$ cat src/rtl/riscv_pkg.sv
// Shared RV32I decode types: opcodes, ALU operations, immediate formats and
// the decoded-instruction record that flows from decode into execute.
// Immediate and pc fields are held at XLEN_MAX bits; users slice to their XLEN.
package riscv_pkg;

    localparam int XLEN_MAX = 64;

    localparam logic [6:0] OPC_LOAD   = 7'b0000011;
    localparam logic [6:0] OPC_STORE  = 7'b0100011;
    localparam logic [6:0] OPC_BRANCH = 7'b1100011;
    localparam logic [6:0] OPC_JALR   = 7'b1100111;
    localparam logic [6:0] OPC_JAL    = 7'b1101111;
    localparam logic [6:0] OPC_OP_IMM = 7'b0010011;
    localparam logic [6:0] OPC_OP     = 7'b0110011;
    localparam logic [6:0] OPC_LUI    = 7'b0110111;
    localparam logic [6:0] OPC_AUIPC  = 7'b0010111;

    typedef enum logic [4:0] {
        ALU_ADD, ALU_SUB, ALU_SLL, ALU_SLT, ALU_SLTU, ALU_XOR, ALU_SRL, ALU_SRA,
        ALU_OR, ALU_AND, ALU_COPY_B,
        ALU_MUL, ALU_MULH, ALU_MULHSU, ALU_MULHU, ALU_DIV, ALU_DIVU, ALU_REM, ALU_REMU
    } alu_op_t;

    typedef enum logic [2:0] { IMM_I, IMM_S, IMM_B, IMM_U, IMM_J, IMM_NONE } imm_fmt_t;

    typedef struct packed {
        logic    reg_write;
        logic    alu_src;
        alu_op_t alu_op;
        logic    mem_read;
        logic    mem_write;
        logic    mem_to_reg;
        logic    branch;
        logic    jump;
    } control_t;

    typedef struct packed {
        control_t              ctrl;
        logic [4:0]            rs1;
        logic [4:0]            rs2;
        logic [4:0]            rd;
        logic [2:0]            funct3;
        logic [XLEN_MAX-1:0]   imm;
        logic [XLEN_MAX-1:0]   pc;
        logic                  illegal;
    } decoded_t;

    // Sign-extended immediate; B/J carry an implicit zero LSB.
    function automatic logic [XLEN_MAX-1:0] imm_extract(input logic [31:0] i, input imm_fmt_t fmt);
        case (fmt)
            IMM_I:   return {{52{i[31]}}, i[31:20]};
            IMM_S:   return {{52{i[31]}}, i[31:25], i[11:7]};
            IMM_B:   return {{51{i[31]}}, i[31], i[7], i[30:25], i[11:8], 1'b0};
            IMM_U:   return {{32{i[31]}}, i[31:12], 12'b0};
            IMM_J:   return {{43{i[31]}}, i[31], i[19:12], i[20], i[30:21], 1'b0};
            default: return '0;
        endcase
    endfunction

    // alt selects SUB/SRA (funct7[5]) for the two funct3 codes that have a variant.
    function automatic alu_op_t alu_from_f3(input logic [2:0] f3, input logic alt);
        case (f3)
            3'b000:  return alt ? ALU_SUB : ALU_ADD;
            3'b001:  return ALU_SLL;
            3'b010:  return ALU_SLT;
            3'b011:  return ALU_SLTU;
            3'b100:  return ALU_XOR;
            3'b101:  return alt ? ALU_SRA : ALU_SRL;
            3'b110:  return ALU_OR;
            default: return ALU_AND;
        endcase
    endfunction

    function automatic alu_op_t mul_from_f3(input logic [2:0] f3);
        case (f3)
            3'b000:  return ALU_MUL;
            3'b001:  return ALU_MULH;
            3'b010:  return ALU_MULHSU;
            3'b011:  return ALU_MULHU;
            3'b100:  return ALU_DIV;
            3'b101:  return ALU_DIVU;
            3'b110:  return ALU_REM;
            default: return ALU_REMU;
        endcase
    endfunction

endpackage

$ cat src/rtl/instr_decode.sv
// Purely combinational RV32I(+M) decoder: instruction word and pc -> decoded_t.
// Ports: instr (32b word), pc (XLEN), dec (decoded record, zero except pc/illegal when illegal).
// No state, no handshake; latency zero.
module instr_decode
    import riscv_pkg::*;
#(
    parameter int XLEN = 32,
    parameter int EN_M = 0
) (
    input  logic [31:0]     instr,
    input  logic [XLEN-1:0] pc,
    output decoded_t        dec
);

    logic [6:0] opcode;
    logic [2:0] f3;
    logic [6:0] f7;
    control_t   ctrl;
    imm_fmt_t   fmt;
    logic       use_rs1, use_rs2, use_rd, illegal;

    assign opcode = instr[6:0];
    assign f3     = instr[14:12];
    assign f7     = instr[31:25];

    always_comb begin
        ctrl    = '0;
        fmt     = IMM_NONE;
        use_rs1 = 1'b0;
        use_rs2 = 1'b0;
        use_rd  = 1'b0;
        illegal = 1'b0;
        case (opcode)
            OPC_OP: begin
                use_rs1 = 1'b1; use_rs2 = 1'b1; use_rd = 1'b1;
                ctrl.reg_write = 1'b1;
                if (f7 == 7'b0000000)
                    ctrl.alu_op = alu_from_f3(f3, 1'b0);
                else if (f7 == 7'b0100000 && (f3 == 3'b000 || f3 == 3'b101))
                    ctrl.alu_op = alu_from_f3(f3, 1'b1);
                else if (f7 == 7'b0000001 && EN_M != 0)
                    ctrl.alu_op = mul_from_f3(f3);
                else
                    illegal = 1'b1;
            end
            OPC_OP_IMM: begin
                use_rs1 = 1'b1; use_rd = 1'b1; fmt = IMM_I;
                ctrl.reg_write = 1'b1; ctrl.alu_src = 1'b1;
                // Only shifts reinterpret imm[11:5] as funct7.
                case (f3)
                    3'b001: begin
                        ctrl.alu_op = ALU_SLL;
                        if (f7 != 7'b0000000) illegal = 1'b1;
                    end
                    3'b101: begin
                        if (f7 == 7'b0000000)      ctrl.alu_op = ALU_SRL;
                        else if (f7 == 7'b0100000) ctrl.alu_op = ALU_SRA;
                        else                       illegal = 1'b1;
                    end
                    default: ctrl.alu_op = alu_from_f3(f3, 1'b0);
                endcase
            end
            OPC_LOAD: begin
                use_rs1 = 1'b1; use_rd = 1'b1; fmt = IMM_I;
                ctrl.reg_write = 1'b1; ctrl.mem_read = 1'b1; ctrl.mem_to_reg = 1'b1;
                ctrl.alu_src = 1'b1; ctrl.alu_op = ALU_ADD;
                if (f3 == 3'b011 || f3 == 3'b110 || f3 == 3'b111) illegal = 1'b1;
            end
            OPC_STORE: begin
                use_rs1 = 1'b1; use_rs2 = 1'b1; fmt = IMM_S;
                ctrl.mem_write = 1'b1; ctrl.alu_src = 1'b1; ctrl.alu_op = ALU_ADD;
                if (f3 > 3'b010) illegal = 1'b1;
            end
            OPC_BRANCH: begin
                use_rs1 = 1'b1; use_rs2 = 1'b1; fmt = IMM_B;
                ctrl.branch = 1'b1; ctrl.alu_op = ALU_SUB;
                if (f3 == 3'b010 || f3 == 3'b011) illegal = 1'b1;
            end
            OPC_JAL: begin
                use_rd = 1'b1; fmt = IMM_J;
                ctrl.jump = 1'b1; ctrl.reg_write = 1'b1;
            end
            OPC_JALR: begin
                use_rs1 = 1'b1; use_rd = 1'b1; fmt = IMM_I;
                ctrl.jump = 1'b1; ctrl.reg_write = 1'b1;
                if (f3 != 3'b000) illegal = 1'b1;
            end
            OPC_LUI: begin
                use_rd = 1'b1; fmt = IMM_U;
                ctrl.reg_write = 1'b1; ctrl.alu_src = 1'b1; ctrl.alu_op = ALU_COPY_B;
            end
            OPC_AUIPC: begin
                use_rd = 1'b1; fmt = IMM_U;
                ctrl.reg_write = 1'b1; ctrl.alu_src = 1'b1; ctrl.alu_op = ALU_ADD;
            end
            default: illegal = 1'b1;
        endcase
        // Compressed/reserved encodings land here even if bits [6:2] look familiar.
        if (instr[1:0] != 2'b11) illegal = 1'b1;
    end

    // Illegal entries carry only pc and the flag so execute can trap cleanly.
    always_comb begin
        dec         = '0;
        dec.pc      = XLEN_MAX'(pc);
        dec.illegal = illegal;
        if (!illegal) begin
            dec.ctrl   = ctrl;
            dec.rs1    = use_rs1 ? instr[19:15] : 5'd0;
            dec.rs2    = use_rs2 ? instr[24:20] : 5'd0;
            dec.rd     = use_rd  ? instr[11:7]  : 5'd0;
            dec.funct3 = f3;
            dec.imm    = imm_extract(instr, fmt);
        end
    end

endmodule

$ cat src/rtl/decode_stage.sv
// Registered decode stage between fetch and execute with valid/ready on both sides.
// Latency: one cycle (accept at edge N, visible after edge N). Ports: clk, rst, flush,
// in_valid/in_ready/in_instr/in_pc upstream, out_valid/out_ready/out_* decoded fields downstream.
// Backpressure: main + skid entry; in_ready = ~skid_valid (registered). With EN_SKID=0 a single
// entry is used and in_ready = out_ready | ~out_valid (combinational).
module decode_stage
    import riscv_pkg::*;
#(
    parameter int XLEN    = 32,
    parameter int EN_M    = 0,
    parameter int EN_SKID = 1
) (
    input  logic            clk,
    input  logic            rst,
    input  logic            flush,
    input  logic            in_valid,
    output logic            in_ready,
    input  logic [31:0]     in_instr,
    input  logic [XLEN-1:0] in_pc,
    output logic            out_valid,
    input  logic            out_ready,
    output control_t        out_ctrl,
    output logic [4:0]      out_rs1,
    output logic [4:0]      out_rs2,
    output logic [4:0]      out_rd,
    output logic [2:0]      out_funct3,
    output logic [XLEN-1:0] out_imm,
    output logic [XLEN-1:0] out_pc,
    output logic            out_illegal
);

    localparam bit USE_SKID = (EN_SKID != 0);

    decoded_t dec, m_q, s_q;
    logic     m_valid, s_valid;
    logic     in_fire, out_fire;

    instr_decode #(.XLEN(XLEN), .EN_M(EN_M)) u_decode (
        .instr (in_instr),
        .pc    (in_pc),
        .dec   (dec)
    );

    assign in_ready = USE_SKID ? ~s_valid : (out_ready | ~m_valid);
    assign in_fire  = in_valid & in_ready;
    assign out_fire = m_valid & out_ready;

    always_ff @(posedge clk or posedge rst) begin
        if (rst) begin
            m_valid <= 1'b0;
            s_valid <= 1'b0;
            m_q     <= '0;
            s_q     <= '0;
        end else if (flush) begin
            m_valid <= 1'b0;
            s_valid <= 1'b0;
        end else if (out_fire && s_valid) begin
            m_q <= s_q;
            if (in_fire) s_q <= dec;
            else         s_valid <= 1'b0;
        end else if (out_fire) begin
            if (in_fire) m_q <= dec;
            m_valid <= in_fire;
        end else if (m_valid) begin
            // Main is stalled: park the newcomer so in_ready can stay registered.
            if (in_fire && USE_SKID) begin
                s_q     <= dec;
                s_valid <= 1'b1;
            end
        end else if (in_fire) begin
            m_q     <= dec;
            m_valid <= 1'b1;
        end
    end

    assign out_valid   = m_valid;
    assign out_ctrl    = m_q.ctrl;
    assign out_rs1     = m_q.rs1;
    assign out_rs2     = m_q.rs2;
    assign out_rd      = m_q.rd;
    assign out_funct3  = m_q.funct3;
    assign out_imm     = m_q.imm[XLEN-1:0];
    assign out_pc      = m_q.pc[XLEN-1:0];
    assign out_illegal = m_q.illegal;

    // Bits above XLEN in the stored record are never driven out.
    logic unused_upper;
    assign unused_upper = ^{m_q.imm, m_q.pc};

endmodule

$ cat config.mk
export PLATFORM = sky130hd
export DESIGN_NAME = decode_stage
export DESIGN_NICKNAME = d
export VERILOG_FILES = /design/src/rtl/riscv_pkg.sv /design/src/rtl/instr_decode.sv /design/src/rtl/decode_stage.sv
export SDC_FILE = /design/constraint.sdc
export NUM_CORES = 1
export LEC_CHECK = 0
export BUFFER_PORTS_ARGS = -buffer_cell sky130_fd_sc_hd__buf_4
export CAP_MARGIN = 20
export CELL_PAD_IN_SITES_DETAIL_PLACEMENT = 0
export CELL_PAD_IN_SITES_GLOBAL_PLACEMENT = 1
export CORE_UTILIZATION = 35
export CTS_BUF_LIST = sky130_fd_sc_hd__clkbuf_16
export DETAILED_ROUTE_END_ITERATION = 10
export PLACE_DENSITY_LB_ADDON = 0.1
export REMOVE_ABC_BUFFERS = 1
export SLEW_MARGIN = 0
export SYNTH_ARGS = -nofsm -noshare
export SYNTH_HDL_FRONTEND = slang
export SYNTH_HIERARCHICAL = 1
export SYNTH_SLANG_ARGS = --single-unit
export TNS_END_PERCENT = 20
$ cat constraint.sdc
create_clock -name clk -period 17.4 [get_ports clk]
set_clock_uncertainty 0.2 [all_clocks]
set_input_delay 1.74 -clock clk [delete_from_list [all_inputs] [get_ports clk]]
set_output_delay 1.74 -clock clk [all_outputs]
set_load 0.01 [all_outputs]
# Yosys cells after proc, flatten, opt, wreduce, memory -nomap -nowiden
# Index checks and enable logic that the tools add are counted.
# totals
elab_cells,143
register_bits,320
# op_classes
reduce_logical,25
magnitude_cmp,1
n_eq_ne,27
bitwise,4
muxes,54
# op_table
op,count
$mux W159,8
$pmux W64 S5,1
$mux W94,1
$pmux W4 S7,2
$mux W5,6
$mux W1,29
$eq A7 B6 Y1 const B,4
$eq A7 B7 Y1 const B,3
$pmux W4 S5,1
$pmux W5 S4,1
$eq A3 B3 Y1 const B,5
$pmux W3 S5,1
$eq A7 B5 Y1 const B,2
$eq A3 B2 Y1 const B,4
$pmux W5 S2,1
$reduce_bool A3 Y1,3
$reduce_or A3 Y1,3
$eq A7 B2 Y1 const B,1
$logic_not A7 Y1,1
$pmux W1 S7,1
$reduce_bool A7 Y1,1
$reduce_or A7 Y1,1
$eq A3 B1 Y1 const B,2
$logic_not A3 Y1,2
other kinds (19),27

# Longest topological paths before layout
# logic_depth
ltp_word,12
ltp_mapped,10

# By module
# The synthesis kept the hierarchy.
# by_module_without_submodules
module,seq_area_each_um2,cells_per_inst,instances,area_each_um2
decode_stage,4804.6,520,1,8399.3
instr_decode,0.0,312,1,1953.1

# Least setup slack after synthesis
# No wires, ideal clock.
# synth_timing
path_type,input-to-reg
from,in in_instr[28]
to,reg m_q (netlist bit out_imm[31])
path_stages,8
setup_ns,0.064
t_arrival_ns,4.395
setup_slack_ns,12.741
required_time_ns,17.136
cell_sequence,nor4_2 -> nand2_1 -> a32oi_1 -> nand4_2 -> buf_2 -> nor2_1 -> mux2_2 -> mux2_2
# synth_rtl
item,line,rtl
from (decl),decode_stage.sv:18,"input logic [31:0] in_instr,"
to (signal assigned),decode_stage.sv:58,m_q <= s_q;
to (decl),decode_stage.sv:34,"decoded_t dec, m_q, s_q;"

==> key figures <==
GRT
  – Via count of the first global-routing pass: 6829
  – Total track usage: 0.169
  – Overflow left after global routing: 0
  – Largest net degree at the start of global routing: 109
  – Number of antenna violations at the first check in global routing: 0
  – First-pass GRT wire length: roughly 38 mm

Clock network
  – Number of CTS-inserted buffers: 17
  – Post-CTS Setup Inserts: 0
  – Clock tree sinks: 192
  – Post-CTS Hold Buffers: 0
  – Library cell used as clock root buffer: clkbuf_16
  – CTS HTree Levels: 4
  – Clock-pin slew on the worst setup and hold paths: ~0.08 ns
  – Number of instances resized during post-cts repair: 0
  – Clock Path Buffers: 2
  – Clock tree from TritonCTS: yes
  – Insertion delay to the later sink of the worst-skew pair: 0.43 ns

Critical path
  – Data required time at the worst endpoint: ~18 ns
  – Worst path top cell family by delay: simple AND/OR/NAND/NOR gates
  – Crit path kind: in2reg
  – Library cell contributing the largest single delay on the critical path: nand4_2
  – Cell mode on critical path: mux2_2
  – CP bufs+invs: 1
  – Startpoint class of the critical path: primary input
  – Stage delay of the slowest cell on the critical path: 0.69 ns
  – Cell chain of the critical path: buf_4 -> nor4_2 -> nand2_1 -> a32oi_1 -> nand4_2 -> nor3b_1 -> mux2_2 -> mux2_2
  – Largest driver fanout on the critical path: 26
  – Type of element capturing the critical path: flip-flop
  – Data arrival time of the worst path: 4.46 ns

STA
  – Final hold viol count: 0
  – Upper clock frequency limit: 233 MHz
  – Crit share post-route: 0.247
  – Final setup viols: 0
  – Setup TNS: 0 ns
  – Worst slew slack as a fraction of its limit: 0.287
  – Worst-Margin Slew: 1.06 ns
  – Max-slew violation count: 0
  – Minimum clock period: 4.29 ns
  – Fin Hold WS: 0.306 ns
  – Unrepaired setup endpoints after global routing: no

Floorplanning
  – Std-Cell Core Area: 0.0278 mm²
  – Standard-cell rows: between 60 and 70
  – Horiz. Die Dim: about 170 µm
  – Starting density of the core: 0.355
  – Height of the die: 170 µm
  – Count of pins on the block boundary: 166
  – Area enclosed by the die boundary: 0.0289 mm²

Run status
  – Result of the run: completed

Drt
  – Number of routed nets with antenna violations: 0
  – Number of design rule violations left after detail routing: 0
  – Routed wirelength normalized by instance count: 18.6 µm
  – Wirelength, routed: 23.6 mm
  – Vias: 6399
  – DRT Pass-1 Iters: 5
  – Number of DRC markers after the initial detailed-route iteration: 388
  – Vias/cell: a little over 5

Pwr
  – IR drop worst, VDD: 0.0728 mV
  – Clock network power share: 0.388
  – Cell internal pwr: 781 µW
  – Sequential share of power: 0.474
  – Switching power share of the total: 0.273
  – Switching power: 293 µW
  – Pwr dens: between 90 and 100 mW/mm²
  – Total leakage power: 0.00553 µW
  – Logic pwr share: 0.138

Synthesis
  – Number of instances in the synthesized netlist: ~770
  – Warnings, synthesis: 6
  – Post-Syn Area per Cell: roughly 13 µm²
  – Post-Synthesis Cell Area: 0.00987 mm²

Place
  – Half-perimeter wire length after detailed placement: 15.4 mm
  – RD Place Congestion: just over 0.8
  – I/O Buffers: about 170

Layout
  – Antenna diode count: 0
  – Footprint of the multi-input gates: 0.00444 mm²
  – Syn-to-layout area delta: 18.6%
  – Net count, final: roughly 940
  – Fill count: between 2000 and 3000
  – Share of cells above drive strength 1: 0.564
  – Sequential standard cell area: a little under 0.005 mm²

Run
  – Max-cap violations: 0

Worst hold path
  – Worst hold-check path type: reg2reg
==> sequential cells by signal, indices dropped and copies added (netlist names) <==
name,cells
s_q,95
out_imm,32
out_pc,32
out_ctrl,12
out_rd,5
out_rs1,5
out_rs2,5
out_funct3,3
out_illegal,1
out_valid,1
s_valid,1
==> power groups by stage <==
stage                     clock network (µW)  logic (µW)  registers, µW
after floorplan                            0        77.7            522
after global placement                     0         147            515
after detailed placement                   0         151            518
after CTS                                431         151            510
after global routing                     452         162            515
final                                    417         149            509
==> metrics by stage <==
step | total power [µW] | setup WS [ns] | utilization | cell area [µm²] | std cells
2_1_floorplan | 599 | 10.17 | - | 9260 | 684
3_3_place_gp | 662 | 12.72 | 0.398 | 11000 | 1233
3_5_place_dp | 669 | 12.65 | 0.398 | 11000 | 1233
4_1_cts | 1090 | 13.10 | 0.421 | 11700 | 1265
5_1_grt | 1130 | 12.85 | 0.422 | 11700 | 1266
6_report | 1070 | 13.11 | 0.422 | 11700 | 1266
==> placed cells by master, fill, tap and decap left out, types with 5 or more instances in the layout <==
cell,instances
mux2_2,275
mux2_4,10
clkinv_8,6
buf_4,171
nand2_1,34
nor3b_1,6
nor2_1,24
and3_1,10
nand3_1,10
inv_1,5
a21oi_1,30
nor3_1,9
o21ai_0,8
nand2b_1,9
clkbuf_16,17
dfrtp_1,192
==> worst paths after layout <==
check / start / endpoint / slack (ns) / depth (start not counted)
worst max register to register: out_valid$_DFFE_PP0P_ / out_pc[1]$_DFFE_PP0P_ / 14.52 / 4
worst min register to register: s_q[73]$_DFFE_PP0P_ / s_q[73]$_DFFE_PP0P_ / 0.31 / 1
min in group asynchronous: rst / out_pc[18]$_DFFE_PP0P_ / 1.25 / 2
max in group asynchronous: rst / s_q[150]$_DFFE_PP0P_ / 14.43 / 4
worst min-delay path: s_q[73]$_DFFE_PP0P_ / s_q[73]$_DFFE_PP0P_ / 0.31 / 1
worst max-delay path: in_instr[28] / out_imm[9]$_DFFE_PP0P_ / 13.11 / 8
==> final cells by class <==
cell class | count | share of cell area
flip-flops and latches | 192 | 0.410
multi-input cells | 484 | 0.379
repair buffers | 172 | 0.112
well taps | 378 | 0.0404
clock buffers | 17 | 0.0363
clock inverters | 15 | 0.0182
inverters | 8 | 0.00342
==> metal layers <==
layer	GRT usage	up-vias	wire, µm
li1	-	2937	-
met1	0.223	3284	10700
met4	0.0360	0	174
met3	0.0412	21	1170
met5	0	-	0
met2	0.279	157	11500
==> worst reg2reg max path: cells and delay by family (launching register included) <==
| family | cells | cell delay [ns] |
|---|---|---|
| multiplexers | 2 | 0.69 |
| buffers and inverters | 1 | 0.77 |
| AND/OR/NAND/NOR | 1 | 0.59 |
| flip-flops | 1 | 0.50 |
No activity file was read; power rests on OpenSTA's default activity.
